==> config.mk <==
export PLATFORM = sky130hd
export DESIGN_NAME = denorm_seq
export DESIGN_NICKNAME = d
export VERILOG_FILES = /design/src/rtl/denorm_pkg.sv /design/src/rtl/denorm_shamt_calc.sv /design/src/rtl/denorm_seq.sv
export SDC_FILE = /design/constraint.sdc
export NUM_CORES = 1
export LEC_CHECK = 0
export ABC_CLOCK_PERIOD_IN_PS = 3670
export CORE_UTILIZATION = 55
export CTS_CLUSTER_SIZE = 16
export DETAILED_ROUTE_END_ITERATION = 12
export DONT_BUFFER_PORTS = 1
export PLACE_DENSITY = 0.71
export SYNTH_ARGS = -nofsm -noshare
export SYNTH_HDL_FRONTEND = slang
export SYNTH_HIERARCHICAL = 1
export SYNTH_SLANG_ARGS = --single-unit
==> constraint.sdc <==
create_clock -name clk -period 3.67 [get_ports clk]
set_input_delay 0 -clock clk [delete_from_list [all_inputs] [get_ports clk]]
set_output_delay 0 -clock clk [all_outputs]
set_load 0.01 [all_outputs]
==> src/rtl/denorm_pkg.sv <==
// Shared constants and state type for the denormalization sequencer.
package denorm_pkg;

    localparam int FRAC_W  = 75;
    localparam int EXP_W   = 10;
    localparam int EMIN    = -126;
    localparam int MAX_SHF = 27;
    localparam int SHF_W   = 5;

    typedef enum logic [1:0] {
        StIdle,
        StShift,
        StDone
    } state_e;

endpackage

==> src/rtl/denorm_shamt_calc.sv <==
// Derives the denormalization distance from the normalized exponent.
module denorm_shamt_calc
    import denorm_pkg::*;
(
    input  logic [EXP_W-1:0] exp_norm_i,
    output logic [EXP_W-1:0] diff_o,
    output logic             denorm_o,
    output logic [SHF_W-1:0] shamt_o
);

    logic signed [EXP_W-1:0] diff;
    logic                    sat;

    always_comb begin
        // Wraps at EXP_W bits; the sign of the wrapped value decides denormality.
        diff     = $signed(EXP_W'(EMIN)) - $signed(exp_norm_i);
        denorm_o = !diff[EXP_W-1] && (diff != '0);
        sat      = diff >= $signed(EXP_W'(MAX_SHF));
        if (!denorm_o) begin
            shamt_o = '0;
        end else if (sat) begin
            shamt_o = SHF_W'(MAX_SHF);
        end else begin
            shamt_o = diff[SHF_W-1:0];
        end
        diff_o = diff;
    end

endmodule

==> src/rtl/denorm_seq.sv <==
// Multi-cycle denormalizing right shifter: IDLE accepts, SHIFT steps by STEP, DONE holds result.
module denorm_seq
    import denorm_pkg::*;
#(
    parameter int unsigned STEP = 8
) (
    input  logic              clk,
    input  logic              rst,
    input  logic              in_valid,
    output logic              in_ready,
    input  logic [FRAC_W-1:0] frac_in,
    input  logic [EXP_W-1:0]  exp_norm,
    output logic              out_valid,
    input  logic              out_ready,
    output logic [FRAC_W-1:0] frac_out,
    output logic              denorm_m,
    output logic              zero_m,
    output logic              busy
);

    localparam logic [SHF_W-1:0] StepAmt = SHF_W'(STEP);

    state_e            state_q, state_d;
    logic [FRAC_W-1:0] frac_q, frac_d;
    logic [SHF_W-1:0]  rem_q, rem_d;
    logic              denorm_q, denorm_d;
    logic              zero_q, zero_d;
    logic              big_q, big_d;

    logic [EXP_W-1:0]  diff;
    logic              denorm;
    logic [SHF_W-1:0]  shamt;
    logic              big;
    logic [SHF_W-1:0]  step_amt;

    denorm_shamt_calc u_shamt_calc (
        .exp_norm_i (exp_norm),
        .diff_o     (diff),
        .denorm_o   (denorm),
        .shamt_o    (shamt)
    );

    always_comb begin
        big      = $signed(diff) >= $signed(EXP_W'(MAX_SHF));
        step_amt = (rem_q < StepAmt) ? rem_q : StepAmt;
    end

    always_comb begin
        state_d  = state_q;
        frac_d   = frac_q;
        rem_d    = rem_q;
        denorm_d = denorm_q;
        zero_d   = zero_q;
        big_d    = big_q;
        unique case (state_q)
            StIdle: begin
                if (in_valid) begin
                    frac_d   = frac_in;
                    rem_d    = shamt;
                    denorm_d = denorm;
                    big_d    = big;
                    if (shamt != '0) begin
                        state_d = StShift;
                        zero_d  = 1'b0;
                    end else begin
                        state_d = StDone;
                        zero_d  = (frac_in == '0);
                    end
                end
            end
            StShift: begin
                frac_d = frac_q >> step_amt;
                rem_d  = rem_q - step_amt;
                if (rem_d == '0) begin
                    state_d = StDone;
                    // Saturated shifts flush even if some bits survive the capped shift.
                    zero_d  = (frac_d == '0) || big_q;
                end
            end
            StDone: begin
                if (out_ready) begin
                    state_d = StIdle;
                end
            end
            default: state_d = StIdle;
        endcase
    end

    always_ff @(posedge clk) begin
        if (rst) begin
            state_q  <= StIdle;
            frac_q   <= '0;
            rem_q    <= '0;
            denorm_q <= 1'b0;
            zero_q   <= 1'b0;
            big_q    <= 1'b0;
        end else begin
            state_q  <= state_d;
            frac_q   <= frac_d;
            rem_q    <= rem_d;
            denorm_q <= denorm_d;
            zero_q   <= zero_d;
            big_q    <= big_d;
        end
    end

    always_comb begin
        in_ready  = (state_q == StIdle);
        out_valid = (state_q == StDone);
        busy      = (state_q == StShift) || (state_q == StDone);
        frac_out  = frac_q;
        denorm_m  = denorm_q;
        zero_m    = zero_q;
    end

endmodule

=== After elaboration in Yosys (flattened, before gate mapping) ===
Cells that the tools add are included.

* Register bits: 85
* Output and inout bits: 80

* Muxes and demuxes: 16
* Shifts and indexed selects: 1
* Equal/unequal tests: 5
* Reductions and logical operators: 15
* Magnitude comparators: 2
* Add/subtract/negate cells: 2

{| class="wikitable"
|+ Operator list
! operator !! number
|-
| $logic_not 75->1 || 2
|-
| $pmux 75 s2 || 1
|-
| $mux 75 || 1
|-
| $shr 75x5->75 || 1
|-
| $mux 5 || 4
|-
| $ge 10x6->1 const B || 1
|-
| $pmux 5 s2 || 1
|-
| $reduce_bool 10->1 || 1
|-
| $sub 8x10->10 const A || 1
|-
| $mux 2 || 4
|-
| $pmux 2 s3 || 1
|-
| $reduce_and 3->1 || 2
|-
| $logic_not 5->1 || 1
|-
| $lt 5x4->1 const B || 1
|-
| $reduce_bool 5->1 || 1
|-
| $sub 5x5->5 || 1
|-
| $ne 2x2->1 const B || 2
|-
| $reduce_and 2->1 || 2
|-
| $mux 1 || 3
|-
| $eq 2x1->1 const B || 1
|-
| $eq 2x2->1 const B || 1
|-
| $logic_not 2->1 || 1
|-
| $logic_or 1x1->1 || 2
|-
| $ne 2x1->1 const B || 1
|-
| other kinds (4) || 4
|}

=== Logic depth before layout (Yosys ltp) ===
* Depth in word-level cells: 8
* Gate-level depth with buffers: 15
* Mapped depth without buffers: 13

=== Cells and area by module ===
Netlist, hierarchy kept.

{| class="wikitable"
|+ Modules (own cells, without submodules)
! module !! sequential area each (sq um) !! area an instance (sq um) !! times used !! cells an instance
|-
| denorm_seq || 1701.6 || 7858.8 || 1 || 1069
|-
| denorm_shamt_calc || 0.0 || 399.1 || 1 || 51
|}

=== Worst setup path after synthesis ===
OpenSTA, ideal clock, no wires.

* Path kind: register -> register
* From: register rem_q[3]
* To: register zero_q, in the netlist zero_m
* Required time: 3.611 ns
* Path slack: 0.673 ns
* Arrival: 2.939 ns
* Library setup time: 0.059 ns
* Stages on the path, launching flop included: 16
* Buffers on the path: 4
* Period minus slack after synthesis: 2.997 ns
* Cells stage by stage: dfxtp_1 -> buf_2 -> or2_2 -> clkbuf_1 -> clkbuf_1 -> clkbuf_1 -> nand2_1 -> ha_1 -> nor2_1 -> a21oi_1 -> nor2_1 -> o21a_1 -> o2111ai_1 -> or4_1 -> nor3_1 -> a31o_1

* Longest elaborated chain between the ends: 7
* Elaborated cells between the ends (all ways): 11
* Classes of those cells: add/sub (1); order compare (1); eq/ne (1); shift (1); mux (3); reduce/logical (4)

{| class="wikitable"
|+ RTL lines
! element !! line !! text
|-
| from (decl) || denorm_seq.sv:25 || <nowiki>logic [SHF_W-1:0] rem_q, rem_d;</nowiki>
|-
| from (signal assigned) || denorm_seq.sv:100 || <nowiki>rem_q <= rem_d;</nowiki>
|-
| $lt 5x4->1 || denorm_seq.sv:45 || <nowiki>step_amt = (rem_q < StepAmt) ? rem_q : StepAmt;</nowiki>
|-
| $mux 5 || denorm_seq.sv:45 ||
|-
| $shr 75x5->75 || denorm_seq.sv:72 || <nowiki>frac_d = frac_q >> step_amt;</nowiki>
|-
| $logic_not 75->1 || denorm_seq.sv:77 || <nowiki>zero_d = (frac_d == '0) || big_q;</nowiki>
|-
| $logic_or 1x1->1 || denorm_seq.sv:77 ||
|-
| $mux 1 || denorm_seq.sv:74 || <nowiki>if (rem_d == '0) begin</nowiki>
|-
| $pmux 1 s2 || denorm_seq.sv:55 || <nowiki>unique case (state_q)</nowiki>
|-
| to (signal assigned) || denorm_seq.sv:102 || <nowiki>zero_q <= zero_d;</nowiki>
|-
| to (decl) || denorm_seq.sv:27 || <nowiki>logic zero_q, zero_d;</nowiki>
|}

Parallel ways exist; a longest one is shown, timed or not. The select of a mux whose other input is x is not followed.
A chain may end at the register's enable or synchronous reset.

=== Final worst setup path ===
* From: register rem_q[4]
* To: register frac_q[45], in the netlist frac_out[45]

* Longest elaborated chain between the ends: 4

{| class="wikitable"
|+ RTL lines
! element !! line !! text
|-
| $lt 5x4->1 || denorm_seq.sv:45 ||
|-
| $mux 5 (*) || denorm_seq.sv:45 ||
|-
| $shr 75x5->75 (*) || denorm_seq.sv:72 ||
|-
| $pmux 75 s2 (*) || denorm_seq.sv:55 ||
|-
| to (signal assigned) || denorm_seq.sv:99 || <nowiki>frac_q <= frac_d;</nowiki>
|-
| to (decl) || denorm_seq.sv:24 || <nowiki>logic [FRAC_W-1:0] frac_q, frac_d;</nowiki>
|}

Mark *: on every way between the ends. The rest lies on a longest branch, timed or not.

==> impl_metrics.yaml <==
timing:
  clock.fmax_mhz: 281.0
  finalHoldViolCount: 0
  fin_crit_sh_pct: 96.97
  fin_worst_skew_ps: 7.530
  rsz0062_at_grt: "false"
  tightest_slew_ps: 1023
  finalSetupViolCount: 0
  slew_headroom_pct: 31.16
  timing.final.crit_period_ps: 3559
  setup_tns_ps: 0
  maxSlewViolCount: 0
  layout_setup_ws_ps: 111.1
clock_tree:
  cts_setup_buffers: 0
  ctsResizeCount: 0
  cts_inserted_buffers: 9
  cts_num_sinks: 85
  insertion_delay_ps: 370
  tritoncts: "built"
  cts-htree-levels: 3
  hold_buffers: 72
  clk_root_buffer_cell: "clkbuf_16"
  clk_pin_slew_ps: 70
  cts_buffer_depth: 2
pwr:
  power.total_w: 0.006464
  p_switching_w: 0.003289
  p_leak_nw: 3.245
  power.internal_w: 0.003175
  ir_worst_vdd_uv: 308.5
  combPwrFrac_pct: 57.3
  p_per_area_mw_per_mm2: 685.1
  clkPwrFrac_pct: 15.9
  p_seq_share_pct: 26.8
  switching_share_pct: 50.88
floorplanning:
  start_util_pct: 56.60
  rows: 44
  die_h_um: 124.5
  coreArea_mm2: 0.01459
  die-area_mm2: 0.01551
  die_w_um: 124.5
  io_pins: 169
drt:
  antenna_left: 0
  vias: 9867
  drc_errors: 0
  wl_per_cell_um: 25.23
  via_per_inst: 7.503
  drt_iter0_drc: 1527
  routed_wirelength_mm: 33.18
  firstDrtPassIters: 6
worst_setup_path:
  crit_path_start_kind: "flip-flop"
  critical_path_class: "reg -> reg"
  crit_family: "simple AND/OR/NAND/NOR gates"
  cp_num_buf_inv: 2
  cp_cell_sequence: "nor2_4 > nand2_1 > buf_4 > or4_1 > o211ai_1 > mux2i_1 > a211oi_1 > dlygate4sd3_1"
  cp_max_fo: 19
  r2r-end: "frac_out[45]$_SDFFE_PP0P_"
  worstPathRequired_ps: 3980
  rrSetupSlack_ps: 110
  timing.critical_path.from: "rem_q[4]$_SDFFE_PP0P_"
  reg2reg_from: "rem_q[4]$_SDFFE_PP0P_"
  cpPeakStageDelay_ps: 580
  endpoint_kind: "flip-flop"
  r2r_cells: 8
  arrival_ps: 3870
  critPathSlowestCell: "nor2_4"
place:
  place.gp.congestion: 0.9928
  place.port_buffers: 0
  dpl.hpwl_mm: 22.50
  place_ws_ps: 480.6
global_route:
  grt_overflow: 0
  grt_pass1_vias: 9142
  track_usage_pct: 41.75
  grt_first_pass_wirelength_mm: 51.70
  grt_start_max_net_pins: 84
  antenna_found_initial: 0
yosys:
  ys_seq_elements: 85
  yosys-top-cells-area: "dfxtp_1, mux2i_1, a211oi_1, nor2_1, a21oi_1"
  synthArstFlopShare_pct: 0
  synth_edf_count: 0
  ys.flop_type: "dfxtp_1"
  yosys.area.top_type: "dfxtp_1"
  postSynthAreaPerCell_um2: 7.373
  yosysSeqAreaShare_pct: 20.61
  synth_fp_nets: 1215
  postSynthCellCount: 1120
  yosysUniqueCellTypes: 85
  synth_top_area_share_pct: 20.61
  syn_area_mm2: 0.008258
  yosysWarnings: 6
final_layout:
  fillCellCount: 1294
  multi_input_area_mm2: 0.006068
  area_growth_pct: 14.26
  fin_nets: 1220
  layout-drive-gt1-share_pct: 10.35
  register_area_mm2: 0.001707
outcome:
  run_status: "complete, no violations"
job:
  drv_cap: 0
worst_hold_path:
  min_to: "denorm_m$_SDFFE_PP0P_"
  hp-class: "in -> reg"
  min-delay-start: "in_valid"
  whs_path_depth: 3
-- synthesized netlist by cell type, types with 4 or more instances --
library cell    n
nand4b_1        4
o31ai_1        10
o211ai_1       24
o21bai_1        4
inv_1          15
a31oi_1        10
or4_1           9
nand2b_1        9
o22ai_1        36
nand4_1         9
or2_2           6
or3_1          12
nor4_1         32
nand2_1        90
buf_1          18
a221o_1         4
o221a_2         6
nand3_1         9
o31a_1          5
o21ai_1         4
a221oi_1        8
a311oi_1        8
o22a_1          6
buf_2          20
mux2_2         27
a21oi_1        82
nor2b_1         9
a211oi_1       79
clkbuf_1       72
dfxtp_1        85
a2bb2oi_1      18
mux2i_1        84
ha_1            6
a21o_1          7
nor2_1        128
o221ai_1       12
nor3_1         36
xor2_1          4
a32oi_1         4
o21ai_0        40
-- flip-flops by register name, summed over array words and instances, names as in the netlist --
name / flops
rem_q: 5
zero_m: 1
state_q: 2
frac_out: 75
big_q: 1
denorm_m: 1
-- cells by family (layout without fill, tap and decap cells) --
kind of cell | Yosys count | after routing | synth area share (%)
adder cells (fa/ha/maj) | 6 | 6 | 0.9091
multiplexers | 112 | 112 | 14.14
AND/OR/NAND/NOR | 379 | 379 | 22.74
buffers and inverters | 129 | 139 | 6.485
other | 1 | 2 | 0.04541
AO/OA/AOI/OAI | 400 | 400 | 34.14
XOR/XNOR | 8 | 8 | 0.9395
flip-flops | 85 | 85 | 20.61
-- area by class of cell --
type,instances,share of cell area (%)
clock inverters,6,0.9150
flip-flops and latches,85,18.09
well taps,184,2.440
repair buffers,108,11.09
inverters,15,0.5967
multi-input cells,906,64.32
diodes,1,0.02652
clock buffers,10,2.533
-- tightest hold or removal path, cell delays in order --
cell     delay [ps]
nand2_1         140
nand2_1         110
a21oi_1          60
-- power by group through the flow --
| stage | clock network (W) | logic (W) | registers (W) |
|---|---|---|---|
| after floorplan | 0 | 0.00263 | 0.00148 |
| after global placement | 0 | 0.00341 | 0.00172 |
| after detailed placement | 0 | 0.00344 | 0.00172 |
| after CTS | 0.00103 | 0.00354 | 0.00170 |
| after global routing | 0.00106 | 0.00392 | 0.00175 |
| final | 0.00103 | 0.00370 | 0.00173 |
-- through the flow --
stage | instances | area [um^2] | hold slack (ps) | util, %
final | 1315 | 9435 | 6.023 | 64.67
after detailed placement | 1226 | 8369 | 82.02 | 57.37
after global routing | 1314 | 9433 | 29.66 | 64.66
after floorplan | 1120 | 8258 | 160.1 | -
after global placement | 1226 | 8369 | 77.99 | 57.37
after CTS | 1314 | 9433 | 4.897 | 64.66
-- layer usage --
metal	wire (um)	share of wire, %	GRT usage (%)
met1	12380	37	53.00
met2	14820	45	64.12
met3	4273	13	9.880
met4	1705	5.1	24.81
met5	0	0	0
-- worst max path at each step --
stage,end,slack [ps],cells past startpoint
6_report,frac_out[45]$_SDFFE_PP0P_,110,8
5_1_grt,frac_out[45]$_SDFFE_PP0P_,20,8
4_1_cts,frac_out[45]$_SDFFE_PP0P_,290,8
3_5_place_dp,zero_m$_SDFFE_PP0P_,480,8
3_3_place_gp,zero_m$_SDFFE_PP0P_,490,8
2_1_floorplan,zero_m$_SDFFE_PP0P_,670,15
-- placed cells by master (no fill, tap or decap), types with 18 or more instances in the layout --
cell type,synthesis,final
mux2i_1,84,84
o211ai_1,24,24
nor2_1,128,126
a2bb2oi_1,18,18
o21ai_0,40,40
dlygate4sd3_1,0,71
nand2_1,90,90
a211oi_1,79,79
nor4_1,32,32
dfxtp_1,85,83
buf_4,1,33
o22ai_1,36,36
mux2_2,27,27
nor3_1,36,35
a21oi_1,82,82
Power figures use the tool's default switching activity.
